File: config.mk
export PLATFORM = sky130hd
export DESIGN_NAME = core_if_fetch
export DESIGN_NICKNAME = d
export VERILOG_FILES = /design/src/rtl/core_if_fetch_pkg.sv /design/src/rtl/core_if_fetch_slot.sv /design/src/rtl/core_if_fetch.sv
export SDC_FILE = /design/constraint.sdc
export NUM_CORES = 1
export LEC_CHECK = 0
export BUFFER_PORTS_ARGS = -buffer_cell sky130_fd_sc_hd__buf_2
export CAP_MARGIN = 5
export CORE_MARGIN = 3
export CORE_UTILIZATION = 45
export CTS_CLUSTER_DIAMETER = 50
export DETAILED_ROUTE_END_ITERATION = 6
export GPL_TIMING_DRIVEN = 0
export PLACE_DENSITY = 0.72
export SETUP_SLACK_MARGIN = 0.1
export SKIP_CTS_REPAIR_TIMING = 1
export SKIP_LAST_GASP = 1
export SYNTH_ARGS = -nofsm -noshare
export SYNTH_HDL_FRONTEND = slang
export SYNTH_SLANG_ARGS = --single-unit
File: constraint.sdc
create_clock -name clk -period 6.08 [get_ports clk]
set_clock_uncertainty 0.05 [all_clocks]
set_input_delay 1.216 -clock clk [delete_from_list [all_inputs] [get_ports clk]]
set_output_delay 1.216 -clock clk [all_outputs]
set_load 0.03 [all_outputs]
File: src/rtl/core_if_fetch_pkg.sv
`default_nettype none
// ============================================================================
// Module      : core_if_fetch_pkg
// Description : Shared types, constants and PC helpers for the fetch stage.
// Revision    : 1.0 - initial release
// ============================================================================
package core_if_fetch_pkg;

    localparam int unsigned C_XLEN     = 32;
    localparam logic [31:0] C_INST_NOP = 32'h0000_0013;
    localparam logic [31:0] C_RESET_PC = 32'h0000_0000;

    typedef enum logic [1:0] {
        IF_STATE_REQ  = 2'b00,
        IF_STATE_WAIT = 2'b01,
        IF_STATE_DROP = 2'b10,
        IF_STATE_BUF  = 2'b11
    } if_state_e;

    typedef struct packed {
        logic [C_XLEN-1:0] inst;
        logic [C_XLEN-1:0] addr;
    } if_entry_t;

    // Sequential PC; wraps naturally at 2^32.
    function automatic logic [C_XLEN-1:0] pc_incr(input logic [C_XLEN-1:0] pc);
        return pc + 32'd4;
    endfunction

    function automatic logic [C_XLEN-1:0] pc_align(input logic [C_XLEN-1:0] addr);
        return addr & ~32'h0000_0003;
    endfunction

endpackage
`default_nettype wire

File: src/rtl/core_if_fetch_slot.sv
`default_nettype none
// ============================================================================
// Module      : core_if_fetch_slot
// Description : Output register plus one-entry skid buffer with flush.
// Revision    : 1.0 - initial release
// ============================================================================
module core_if_fetch_slot
    import core_if_fetch_pkg::*;
#(
    parameter logic [31:0] NOP_INST = C_INST_NOP
) (
    input  logic      clk,
    input  logic      rst,
    input  logic      i_flush,
    input  logic      i_load_out,
    input  logic      i_load_buf,
    input  logic      i_pop_buf,
    input  logic      i_hold,
    input  if_entry_t i_entry,
    output logic      o_valid,
    output if_entry_t o_entry
);

    localparam if_entry_t C_EMPTY = {NOP_INST, 32'h0000_0000};

    logic      r_valid;
    if_entry_t r_entry;
    logic      r_buf_valid;
    if_entry_t r_buf;
    logic      w_pop;

    assign w_pop = i_pop_buf && r_buf_valid;

    // Output register: a valid entry is only kept while decode holds it.
    always_ff @(posedge clk or posedge rst) begin
        if (rst) begin
            r_valid <= 1'b0;
            r_entry <= C_EMPTY;
        end else if (i_flush) begin
            r_valid <= 1'b0;
            r_entry <= C_EMPTY;
        end else if (i_load_out) begin
            r_valid <= 1'b1;
            r_entry <= i_entry;
        end else if (w_pop) begin
            r_valid <= 1'b1;
            r_entry <= r_buf;
        end else if (!(r_valid && i_hold)) begin
            r_valid <= 1'b0;
            r_entry <= C_EMPTY;
        end
    end

    always_ff @(posedge clk or posedge rst) begin
        if (rst) begin
            r_buf_valid <= 1'b0;
            r_buf       <= C_EMPTY;
        end else if (i_flush || w_pop) begin
            r_buf_valid <= 1'b0;
        end else if (i_load_buf) begin
            r_buf_valid <= 1'b1;
            r_buf       <= i_entry;
        end
    end

    assign o_valid = r_valid;
    assign o_entry = r_entry;

endmodule
`default_nettype wire

File: src/rtl/core_if_fetch.sv
`default_nettype none
// ============================================================================
// Module      : core_if_fetch
// Description : Instruction fetch stage: PC, single-outstanding memory read
//               FSM, redirect/flush and hold-aware output register.
// Revision    : 1.0 - initial release
// ============================================================================
module core_if_fetch
    import core_if_fetch_pkg::*;
#(
    parameter logic [31:0] RESET_PC = C_RESET_PC,
    parameter logic [31:0] NOP_INST = C_INST_NOP
) (
    input  logic              clk,
    input  logic              rst,
    output logic              mem_req_out,
    output logic [C_XLEN-1:0] mem_addr_out,
    input  logic              mem_ready_in,
    input  logic              mem_rvalid_in,
    input  logic [C_XLEN-1:0] mem_rdata_in,
    input  logic              jump_en_in,
    input  logic [C_XLEN-1:0] jump_addr_in,
    input  logic              hold_in,
    output logic              inst_valid_out,
    output logic [C_XLEN-1:0] inst_out,
    output logic [C_XLEN-1:0] inst_addr_out
);

    if_state_e         r_state;
    if_state_e         w_state_nxt;
    logic [C_XLEN-1:0] r_pc;

    logic              w_valid;
    if_entry_t         w_entry;
    logic              w_out_free;
    logic              w_accept;
    logic              w_rsp;
    logic              w_load_out;
    logic              w_load_buf;
    logic              w_pop_buf;

    assign w_out_free = !w_valid || !hold_in;

    // No request while in reset, while redirecting, or while decode is stalled on us.
    assign mem_req_out  = !rst && (r_state == IF_STATE_REQ) && !jump_en_in
                          && !(w_valid && hold_in);
    assign mem_addr_out = r_pc;
    assign w_accept     = mem_req_out && mem_ready_in;

    assign w_rsp      = (r_state == IF_STATE_WAIT) && mem_rvalid_in;
    assign w_load_out = w_rsp && w_out_free && !jump_en_in;
    assign w_load_buf = w_rsp && !w_out_free && !jump_en_in;
    assign w_pop_buf  = (r_state == IF_STATE_BUF) && !hold_in && !jump_en_in;

    always_ff @(posedge clk or posedge rst) begin
        if (rst) begin
            r_state <= IF_STATE_REQ;
        end else begin
            r_state <= w_state_nxt;
        end
    end

    // Redirect outranks every other event in every state.
    always_comb begin
        w_state_nxt = r_state;
        case (r_state)
            IF_STATE_REQ: begin
                if (!jump_en_in && w_accept) begin
                    w_state_nxt = IF_STATE_WAIT;
                end
            end
            IF_STATE_WAIT: begin
                if (jump_en_in) begin
                    w_state_nxt = mem_rvalid_in ? IF_STATE_REQ : IF_STATE_DROP;
                end else if (mem_rvalid_in) begin
                    w_state_nxt = w_out_free ? IF_STATE_REQ : IF_STATE_BUF;
                end
            end
            IF_STATE_DROP: begin
                if (mem_rvalid_in) begin
                    w_state_nxt = IF_STATE_REQ;
                end
            end
            IF_STATE_BUF: begin
                if (jump_en_in || !hold_in) begin
                    w_state_nxt = IF_STATE_REQ;
                end
            end
            default: begin
                w_state_nxt = IF_STATE_REQ;
            end
        endcase
    end

    // PC only advances once the word for the current PC has returned.
    always_ff @(posedge clk or posedge rst) begin
        if (rst) begin
            r_pc <= RESET_PC;
        end else if (jump_en_in) begin
            r_pc <= pc_align(jump_addr_in);
        end else if (w_rsp) begin
            r_pc <= pc_incr(r_pc);
        end
    end

    core_if_fetch_slot #(
        .NOP_INST (NOP_INST)
    ) u_slot (
        .clk        (clk),
        .rst        (rst),
        .i_flush    (jump_en_in),
        .i_load_out (w_load_out),
        .i_load_buf (w_load_buf),
        .i_pop_buf  (w_pop_buf),
        .i_hold     (hold_in),
        .i_entry    ({mem_rdata_in, r_pc}),
        .o_valid    (w_valid),
        .o_entry    (w_entry)
    );

    assign inst_valid_out = w_valid;
    assign inst_out       = w_entry.inst;
    assign inst_addr_out  = w_entry.addr;

endmodule
`default_nettype wire
==> flow_summary.ini, run 1 <==
[worst_setup_path]
rrSetupSlack_ns = 3.40
startpoint = jump_en_in
reg2regPathDepth = 8
path_class = input pin to output pin
crit_fanout = 9
rr_startpoint = r_state[1]$_DFFE_PP0P_
cp.arrival_ns = 2.33
r2r-end = u_slot.o_entry[42]$_DFFE_PP0P_
start_kind = input pin
end_kind = output pin
critPathRequiredTime_ns = 4.81

[global_route]
grt.overflow.total = 0
grt_usage_pct = 22.0
grt_pass1_vias = 5604
grt_pass1_wl_um = 29200
antenna_found_initial = 0
grt_max_degree = 105

[synthesis]
postSynthAreaPerCell_um2 = 11.8
ys.flop_type = dfrtp_1
yosysTopAreaCell = dfrtp_1
ys_top_cells_by_area = dfrtp_1 55%, mux2_2 10%, a222oi_1 8.5%, inv_1 3.5%, dfstp_2 2.3%
ys_types = 51
synth_area_um2 = 6920
ys_async_sr_fraction_pct = 100
yosysWarnings = 0
synth_edf_count = 0
synth-seq-area-share_pct = 57.6
synth.ff_latch_count = 159
syn_inst = 587
synth_top_area_share_pct = 55.3

[drt]
route.detailed.drc = 5
via_count = 5686
viasPerCell = 5.89
routed_wl_um = 18500
drt-initial-drc-count = 610
wl_per_cell_um = 19.2
drt_pass1_iterations = 7
ant_nets = 0

[timing]
period_minus_slack_ns = 3.59
post-route-period-util_pct = 59.1
hold_slack_ns = 0.434
final-setup-viol-count = 0
worst_slack_ns = 2.49
timing_hold_violations_final = 0
setup_tns_ns = 0
rsz0062_at_grt = no
tightest_slew_ns = 0.930
max_freq_mhz = 278
drv_slew = 0
relSlewSlack_pct = 37.5

[clock_tree]
clkTransAtPathRegs_ns = 0.06
worstSkewPairLatency_ns = 0.42
cts.sink_count = 159
cts_tree = yes
htreeDepth = 4
cts_buffer_depth = 2
cts_buffers = 17
clock-root-buffer = clkbuf_16

[run_status]
outcome = finished with violations
violations = design-rule violations

[worst_hold_path]
min_path_cells = 2
whs_endpoint = u_slot.o_entry[8]$_DFFE_PP0P_
hp-class = register to register
min_from = u_slot.o_entry[8]$_DFFE_PP0P_

[pwr]
ir_drop_mv = 0.186
p_leak_nw = 4.64
power_mw = 2.53
power_density_nw_per_um2 = 293

[run]
maxCapViolCount = 0

[floorplan]
coreArea_um2 = 14800
start_util_pct = 46.7
io_pins = 168
dieArea_um2 = 16900
rows = 44
chipWidth_um = 130
die_y_um = 130

[placement]
pre_cts_ws_ns = 2.53
gp_congestion = 0.845
dp_hpwl_um = 13100
dpl_cell_area_um2 = 8000
port_buffers = 161

[layout]
fin_nets = 840
num_antenna_cells = 0
syn_to_final_growth_pct = 24.9
final_area_um2 = 8640
drive_above_1_share_pct = 36.7
## report_power, final
part           internal [mW]  switching (mW)
registers               1.10          0.0470
clock network          0.750           0.415
logic                 0.0757           0.148
total                   1.92           0.610
## worst max path at each step
stage / endpoint / slack, ns / cells past startpoint
floorplan: mem_addr_out[10]$_DFFE_PP0N_ / 0.53 / 1
global placement: u_slot.o_entry[59]$_DFFE_PP0P_ / -0.97 / 2
global route: mem_req_out / 2.44 / 4
finish: mem_req_out / 2.49 / 4
detailed placement: mem_req_out / 2.53 / 4
CTS: mem_req_out / 2.53 / 4
## cells in the mapped netlist (2+ instances only)
cell,n
clkbuf_1,27
nand2_1,26
or4_1,12
o211ai_1,2
dfstp_2,6
buf_4,4
nand4_1,12
xor2_1,5
mux2_2,62
clkbuf_8,2
nand3_1,17
or3_1,5
a222oi_1,59
buf_2,10
o21ai_0,25
nor3_1,2
and2_1,2
and4_1,2
inv_1,65
a31oi_1,14
clkbuf_2,3
dfrtp_1,153
nor4_1,3
and3_1,6
nor2_1,22
o31ai_1,9
xnor2_1,6
buf_6,2
a21oi_1,2
## kinds of logic (layout without fill, tap and decap cells)
logic type | count (synthesis) | after routing | share of synthesized area (%)
XOR/XNOR | 11 | 11 | 1.39
AND/OR/NAND/NOR | 119 | 119 | 9.42
other | 1 | 2 | 0.0542
buffers and inverters | 114 | 308 | 7.23
multiplexers | 63 | 63 | 10.2
adder cells (fa/ha/maj) | 1 | 1 | 0.181
flip-flops | 159 | 159 | 57.6
AO/OA/AOI/OAI | 119 | 119 | 13.9
## stage by stage
stage	cells	util [%]
2_1_floorplan	588	-
6_report	966	58.4
3_3_place_gp	933	53.8
4_1_cts	966	58.4
5_1_grt	966	58.4
3_5_place_dp	934	54.0
## flip-flops by register name, summed over array words and instances, names as in the netlist
| register | count |
|---|---|
| u_slot.r_buf_valid | 1 |
| u_slot.o_entry | 63 |
| mem_addr_out | 30 |
| u_slot.r_buf | 62 |
| r_state | 2 |
| u_slot.o_valid | 1 |
## metal layers
| layer | share of wire, % | GRT usage (%) | up-vias |
|---|---|---|---|
| met2 | 48 | 34.2 | 243 |
| li1 | - | - | 2554 |
| met5 | 0 | 0 | - |
| met4 | 2.6 | 9.66 | 0 |
| met1 | 43 | 30.3 | 2854 |
| met3 | 6.1 | 4.01 | 35 |
## cells in the final DEF (no fill, tap or decap), drive strengths merged, types with 2 or more instances in the layout
| cell type | count |
|---|---|
| a21oi | 2 |
| a222oi | 59 |
| a31oi | 14 |
| and2 | 2 |
| and3 | 7 |
| and4 | 3 |
| buf | 178 |
| bufinv | 5 |
| clkbuf | 54 |
| clkinv | 3 |
| clkinvlp | 2 |
| conb | 2 |
| dfrtp | 153 |
| dfstp | 6 |
| inv | 65 |
| mux2 | 62 |
| nand2 | 26 |
| nand3 | 17 |
| nand4 | 13 |
| nor2 | 22 |
| nor3 | 2 |
| nor4 | 3 |
| o211ai | 2 |
| o21ai | 25 |
| o31ai | 9 |
| or3 | 5 |
| or4 | 12 |
| or4b | 2 |
| xnor2 | 6 |
| xor2 | 5 |
## worst max-delay path, stage by stage
cell and delay (ns):
clkbuf_1 0.24, a21o_1 0.29, nor4_1 0.31, buf_2 0.27
## area by class of cell
cell class | count | area (um^2)
Fill cell | 1241 | 6170
Sequential cell | 159 | 3990
Multi-Input combinational cell | 315 | 2440
Timing Repair Buffer | 162 | 833
Clock buffer | 22 | 464
Buffer | 49 | 256
Inverter | 65 | 249
Tap cell | 184 | 230
Clock inverter | 10 | 184
No activity file was read; power rests on OpenSTA's default activity.
==> run 2, diff against run 1 <==
==> constraint.sdc (replaced) <==
create_clock -name clk -period 3.45 [get_ports clk]
set_clock_uncertainty 0.05 [all_clocks]
set_input_delay 0.69 -clock clk [delete_from_list [all_inputs] [get_ports clk]]
set_output_delay 0.69 -clock clk [all_outputs]
set_load 0.03 [all_outputs]
==> run 2 against run 1 <==
The flow now finishes without violations. Setup slack worse by 1.7 ns. Clock power is 70% higher. Critical path type is now register to register. Sequential share of layout area hardly changed. Clock-buffer cell count is 2 lower. Combinational power is 78% higher. Sequential cell count stayed put. Largest cell class unchanged. First-iteration DRC count is 8.9% higher. Register-to-register slack worse by 2.6 ns. Sequential power is 76% higher.
==> flow_summary.ini, run 2 (synthesized netlist as in run 1, its figures left out) <==
[run_status]
outcome = finished, final reports clean

[worst_setup_path]
crit_fanout = 10
start_kind = register
startpoint = r_state[1]$_DFFE_PP0P_
cp.arrival_ns = 3.00
rr_startpoint = r_state[1]$_DFFE_PP0P_
path_class = register to register
end_kind = register
critPathRequiredTime_ns = 3.76

[clock_tree]
cts.sink_count = 159
clock-root-buffer = clkbuf_16
cts_tree = yes
clkTransAtPathRegs_ns = 0.06
cts_buffer_depth = 2
htreeDepth = 4
cts_buffers = 17
worstSkewPairLatency_ns = 0.42

[global_route]
grt_pass1_wl_um = 29700
grt_max_degree = 46
antenna_found_initial = 0
grt.overflow.total = 0
grt_pass1_vias = 5626
grt_usage_pct = 22.5

[drt]
wl_per_cell_um = 19.1
route.detailed.drc = 0
viasPerCell = 5.88
drt_pass1_iterations = 6
via_count = 5690
ant_nets = 0
drt-initial-drc-count = 664
routed_wl_um = 18500

[run]
maxCapViolCount = 0

[timing]
post-route-period-util_pct = 78.1
timing_hold_violations_final = 0
tightest_slew_ns = 0.892
final-setup-viol-count = 0
hold_slack_ns = 0.369
rsz0062_at_grt = no
max_freq_mhz = 371
period_minus_slack_ns = 2.69
drv_slew = 0
relSlewSlack_pct = 40.1

[layout]
syn_to_final_growth_pct = 24.9
num_antenna_cells = 0
largest_reg_flops = 63
layout_common_cells = 171 x buf_2, 153 x dfrtp_1, 64 x inv_1
layout_commonest_cell = buf_2
drive_above_1_share_pct = 37.1
fin_nets = 842
nFillCells = 1247
post-route-util_pct = 58.4

[floorplan]
io_pins = 168
chipWidth_um = 130
die_y_um = 130
start_util_pct = 46.7
rows = 44
dieArea_um2 = 16900
coreArea_um2 = 14800

[pwr]
power_mw = 4.38
power_density_nw_per_um2 = 506
p_leak_nw = 4.65
ir_drop_mv = 0.326

[placement]
port_buffers = 161
dp_hpwl_um = 13400
gp_congestion = 0.861

[worst_hold_path]
hp-class = input pin to asynchronous set/reset pin
run 2: per-layer routing:
layer | up-vias | global-route usage, % | part of all wire, % | wire (um)
met5 | - | 0 | 0 | 0
met4 | 0 | 9.23 | 3.3 | 607
met3 | 43 | 4.95 | 5.8 | 1080
met2 | 205 | 35.4 | 49 | 8990
met1 | 2888 | 30.4 | 42 | 7820
li1 | 2554 | - | - | -
run 2: cell type report:
class	instances	area (um^2)	share of cell area, %
Sequential cell	159	3990	46.1
Buffer	49	256	2.97
Multi-Input combinational cell	315	2440	28.2
Clock inverter	12	166	1.92
Timing Repair Buffer	164	866	10.0
Clock buffer	20	457	5.28
Inverter	65	248	2.86
Tap cell	184	230	2.66
run 2: power breakdown:
part	internal [mW]	leakage, nW	switching, mW
clock network	1.24	0.309	0.725
logic	0.137	2.22	0.262
registers	1.93	2.13	0.0835
total	3.31	4.65	1.07
run 2: final timing paths:
| kind | depth (start not counted) | endpoint | slack, ns |
|---|---|---|---|
| setup / recovery | 8 | u_slot.o_entry[41]$_DFFE_PP0P_ | 0.76 |
| hold / removal | 2 | u_slot.r_buf[43]$_DFFE_PP0P_ | 0.37 |
| setup reg to reg | 8 | u_slot.o_entry[41]$_DFFE_PP0P_ | 0.76 |
| hold reg to reg | 2 | u_slot.o_entry[18]$_DFFE_PP0P_ | 0.43 |
| max in group asynchronous | 4 | u_slot.r_buf[20]$_DFFE_PP0P_ | 2.04 |
| min in group clk | 3 | mem_addr_out[5]$_DFFE_PP0N_ | 0.42 |
run 2: through the flow:
step	std cells	cell area (um^2)	worst slack, ns	TNS, ns
2_1_floorplan	588	6930	0.698	0
5_1_grt	968	8650	0.473	0
4_1_cts	968	8650	0.739	0
6_report	968	8650	0.757	0
3_3_place_gp	933	7970	-0.179	-26.31
3_5_place_dp	936	8030	0.526	0
run 2: critical path, cell delays in order, from the launching register on:
cell and delay, ns:
dfrtp_1 0.38, clkbuf_1 0.20, nand3b_1 0.22, buf_2 0.19, nor2_1 0.31, clkbuf_1 0.54, clkbuf_1 0.49, a222oi_1 0.14
inv_1 0.09
